$ cat config.mk
export PLATFORM = sky130hd
export DESIGN_NAME = alu_regfile_datapath
export DESIGN_NICKNAME = d
export VERILOG_FILES = /design/src/rtl/alu_regfile_datapath.sv
export SDC_FILE = /design/constraint.sdc
export NUM_CORES = 1
export LEC_CHECK = 0
export ABC_AREA = 1
export CORE_ASPECT_RATIO = 1.75
export CORE_MARGIN = 2
export CORE_UTILIZATION = 45
export CTS_BUF_LIST = sky130_fd_sc_hd__clkbuf_8
export DETAILED_ROUTE_END_ITERATION = 7
export SYNTH_ARGS = -nofsm -noshare
export SYNTH_HDL_FRONTEND = slang
export SYNTH_SLANG_ARGS = --single-unit
$ cat constraint.sdc
create_clock -name clk -period 6.4 [get_ports clk]
set_input_delay 1.28 -clock clk [delete_from_list [all_inputs] [get_ports clk]]
set_output_delay 1.28 -clock clk [all_outputs]
set_load 0.005 [all_outputs]
$ cat src/rtl/alu_regfile_datapath.sv
// Datapath slice for one core: 32-entry register file feeding an 8-bit ALU.
// Register 0 reads as zero; ALU and zero flag are purely combinational.
module alu_regfile_datapath #(
   parameter int DATA_WIDTH = 8,
   parameter int ADDR_WIDTH = 5
) (
   input  logic                  clk,
   input  logic                  reset,
   input  logic [ADDR_WIDTH-1:0] read_reg1,
   input  logic [ADDR_WIDTH-1:0] read_reg2,
   input  logic [ADDR_WIDTH-1:0] write_reg,
   input  logic [DATA_WIDTH-1:0] write_data,
   input  logic                  write_enable,
   input  logic [2:0]            alucontrol,
   output logic [DATA_WIDTH-1:0] read_data1,
   output logic [DATA_WIDTH-1:0] read_data2,
   output logic [DATA_WIDTH-1:0] result,
   output logic                  zero
);

   localparam int NUM_REGS = 2 ** ADDR_WIDTH;

   typedef enum logic [2:0] {
      OP_ADD = 3'b000,
      OP_SUB = 3'b001,
      OP_AND = 3'b010,
      OP_OR  = 3'b011,
      OP_XOR = 3'b100,
      OP_NOR = 3'b101,
      OP_SLT = 3'b110,
      OP_SLL = 3'b111
   } alu_op_e;

   logic [DATA_WIDTH-1:0] regs [NUM_REGS];
   logic                  slt_bit;

   // Reset wins over a same-cycle write; address 0 is never written.
   always_ff @(posedge clk) begin
      if (!reset) begin
         for (int unsigned i = 0; i < NUM_REGS; i++) begin
            regs[ADDR_WIDTH'(i)] <= '0;
         end
      end else if (write_enable && (write_reg != '0)) begin
         regs[write_reg] <= write_data;
      end
   end

   always_comb begin
      read_data1 = (read_reg1 == '0) ? '0 : regs[read_reg1];
      read_data2 = (read_reg2 == '0) ? '0 : regs[read_reg2];
   end

   assign slt_bit = ($signed(read_data1) < $signed(read_data2));

   always_comb begin
      result = '0;
      case (alucontrol)
         OP_ADD:  result = read_data1 + read_data2;
         OP_SUB:  result = read_data1 - read_data2;
         OP_AND:  result = read_data1 & read_data2;
         OP_OR:   result = read_data1 | read_data2;
         OP_XOR:  result = read_data1 ^ read_data2;
         OP_NOR:  result = ~(read_data1 | read_data2);
         OP_SLT:  result = {{(DATA_WIDTH-1){1'b0}}, slt_bit};
         OP_SLL:  result = read_data1 << read_data2[2:0];
         default: result = '0;
      endcase
   end

   assign zero = (result == '0);

endmodule

==> impl_metrics.toml <==
[detailed_routing]
ant_nets = 0
wl_per_cell_um = 23.7
drt-pass1-iter-count = 6
routed_wl_um = 62600
vias = 15321
drc = 0
vias_per_cell = 5.80
drt_iter0_markers = 1586

[final_layout]
area_growth_pct = 21.8
nets = 2210
reg_top3 = "regs: 256 flops"
final_cell_mix = "567 x nand2_1, 363 x nor2_1, 304 x nand3_1, 256 x edfxtp_1, 175 x buf_4"
n_fill_cell = 3291
largest_reg_flops = 256
layout-drive-gt1-share = 0.145
layout_commonest_cell = "nand2_1"
final_core_util = 0.554
largest-register = "regs"

[cts]
clockBufferDepth = 3
cts-root-buf = "clkbuf_8"
cts_tree = "done"
ctsHoldBuffers = 0
cts_buffers = 40
htreeDepth = 2
clk_pin_slew_ps = 80
cts.sinks = 256

[timing]
period_share = 0.959
worst_pin_slew_ps = 1160
max_freq_mhz = 163
finalHoldViolCount = 0
min_period_ps = 6140
grt_setup_unrepaired = "false"
slew_violations = 0
slew_headroom = 0.218
finalWorstSetupSlack_ps = 261
setup_violations = 0

[global_route]
grt_pass1_wl_um = 88600
grt_overflow = 0
antenna_found_initial = 1
track_usage = 0.335
grt_pass1_vias = 14873
grt_max_degree = 39

[floorplanning]
die_h_um = 250
io-pin-count = 54
rows = 90
design.die.area_um2 = 36100
initial_utilization = 0.454
core_um2 = 34200
die_w_um = 145

[setup_path]
path_class = "input pin to output pin"
critPathArrivalTime_ps = 4860
crit_path_start_kind = "input pin"
worstPathCellList = "buf_12 -> buf_12 -> buf_12 -> buf_4 -> o21ai_0 -> o221ai_2 -> buf_4 -> nand3_1 -> o211ai_1 -> o211ai_1 -> ha_1 -> buf_4 -> nand2_1 -> nand2_1 -> a31oi_2 -> nand2_1 -> nand2_1 -> a31oi_4 -> nand4_2 -> clkdlybuf4s50_1"
crit_start = "read_reg2[0]"
crit_path_end = "result[7]"
cpMostUsedCell = "nand2_1"
slowest_stage = "clkdlybuf4s50_1"
worst_ep_required_time_ps = 5120
worstSetupEndpointType = "output pin"
worstPathMaxFanout = 8
cpPeakStageDelay_ps = 500

[logic_synthesis]
synth_top_family_by_area = "simple AND/OR/NAND/NOR gates"
yosys.area_share.simple = 0.343
synth-compound-area-share = 0.0770
synthDistinctLibCells = 44
yosysSeqAreaShare = 0.494
yosysWarnings = 0
synth_xor_area_frac = 0.00225
avgSynthCellArea_um2 = 7.87
synthMuxAreaShare = 0
synth_seq_cells = 256
synth_cells = 1978
synthAdderAreaFrac = 0.0235
syn_area_um2 = 15600
synthFlopType = "edfxtp_1"
synth-edff-count = 256
ys_async_sr_fraction = 0

[status]
status = "complete, no violations"

[pwr]
seq_power_share = 0.450
power.total_w = 0.00445
p_clk_frac = 0.308
powerDensity_nw_per_um2 = 235
power_frac_comb = 0.241
power.internal_w = 0.00305
p_sw_frac = 0.315
ir_drop_mv = 0.178
netSwitchingPower_w = 0.00140
p_leak_nw = 8.00

[hold_path]
hp-class = "input pin to flip-flop"

[placement]
port_buffers = 53
place_ws_ps = -236
hpwl_um = 44400
gp_congestion = 0.980

[job]
drv_cap = 0
==> kinds of logic after synthesis <==
| family | after synthesis |
|---|---|
| AOI/OAI and AO/OA | 196 |
| xor gates and xnor gates | 4 |
| adders and majority gates | 28 |
| buffers and inverters | 208 |
| DFF | 256 |
| other | 1 |
| and+or+nand+nor | 1285 |
==> cells in the mapped netlist, drive strengths merged, types with 2 or more instances <==
| library cell | count | area [um2] |
|---|---|---|
| ha | 26 | 325 |
| inv | 72 | 278 |
| o221ai | 32 | 280 |
| o22ai | 12 | 75.1 |
| a22oi | 2 | 15.0 |
| a21oi | 18 | 90.1 |
| a2111oi | 2 | 17.5 |
| and3 | 2 | 12.5 |
| o211ai | 11 | 82.6 |
| a221oi | 2 | 17.5 |
| o31ai | 3 | 22.5 |
| nor2 | 370 | 1410 |
| o21ai | 103 | 515 |
| buf | 68 | 403 |
| fa | 2 | 40.0 |
| nand3 | 316 | 1610 |
| a31oi | 3 | 18.8 |
| edfxtp | 256 | 7690 |
| a211oi | 4 | 30.0 |
| nand4 | 7 | 50.1 |
| nor4 | 2 | 12.5 |
| nor3 | 16 | 80.1 |
| clkbuf | 67 | 251 |
| nand2 | 568 | 2130 |
| or2 | 4 | 25.0 |
| xor2 | 3 | 26.3 |
==> metrics by stage <==
stage / instance area, um2 / std cells / hold slack [ps] / TNS, ps
floorplan: 15600 / 1985 / 1520 / 0
global placement: 17700 / 2548 / 2330 / -293
detailed placement: 17700 / 2548 / 2340 / -290
CTS: 18500 / 2619 / 1720 / 0
global route: 19000 / 2641 / 1740 / 0
finish: 19000 / 2641 / 1720 / 0
==> power groups by stage <==
stage               registers [W]  logic (W)  clock network (W)
floorplan                 0.00200   0.000527                  0
global placement          0.00204   0.000996                  0
detailed placement        0.00203   0.000998                  0
CTS                       0.00200    0.00102            0.00138
global route              0.00201    0.00115            0.00144
finish                    0.00200    0.00107            0.00137
==> cell type report <==
type | count | area (um2) | share of cell area
repair buffers | 260 | 2510 | 0.132
clock inverters | 28 | 188 | 0.00990
repair inverters | 1 | 11.3 | 0.000594
diodes | 1 | 2.50 | 0.000132
clock buffers | 41 | 564 | 0.0298
flip-flops and latches | 256 | 7690 | 0.406
well taps | 460 | 576 | 0.0304
multi-input cells | 1521 | 7100 | 0.374
inverters | 73 | 318 | 0.0168
==> repair_timing <==
item                                    CTS  global route
pin swaps                                 8            23
gates cloned                              0             6
resized for setup                        15            48
endpoints found under the setup margin    2             5
buffers inserted                          2            15
==> worst min path at each step <==
stage	from	to	slack, ps	cells after the start
2_1_floorplan	write_data[7]	regs[1][7]	1520	2
3_3_place_gp	write_data[0]	regs[13][0]	2330	4
3_5_place_dp	write_data[0]	regs[23][0]	2340	4
4_1_cts	write_data[0]	regs[14][0]	1720	4
5_1_grt	write_data[0]	regs[13][0]	1740	4
6_report	write_data[0]	regs[14][0]	1720	4
==> critical path: cells and delay by family <==
family / cells / cell delay (ps)
buf+inv: 7 / 1450
compound gates: 6 / 1120
simple gates: 6 / 570
fa+ha+maj: 1 / 420
==> metal layers <==
layer	share of wire	up-vias	global-route usage
li1	-	7045	-
met1	0.34	7199	0.367
met2	0.51	811	0.591
met3	0.063	266	0.0395
met4	0.093	0	0.236
met5	0	-	0
Note: power is estimated with default switching activity, not from simulation.
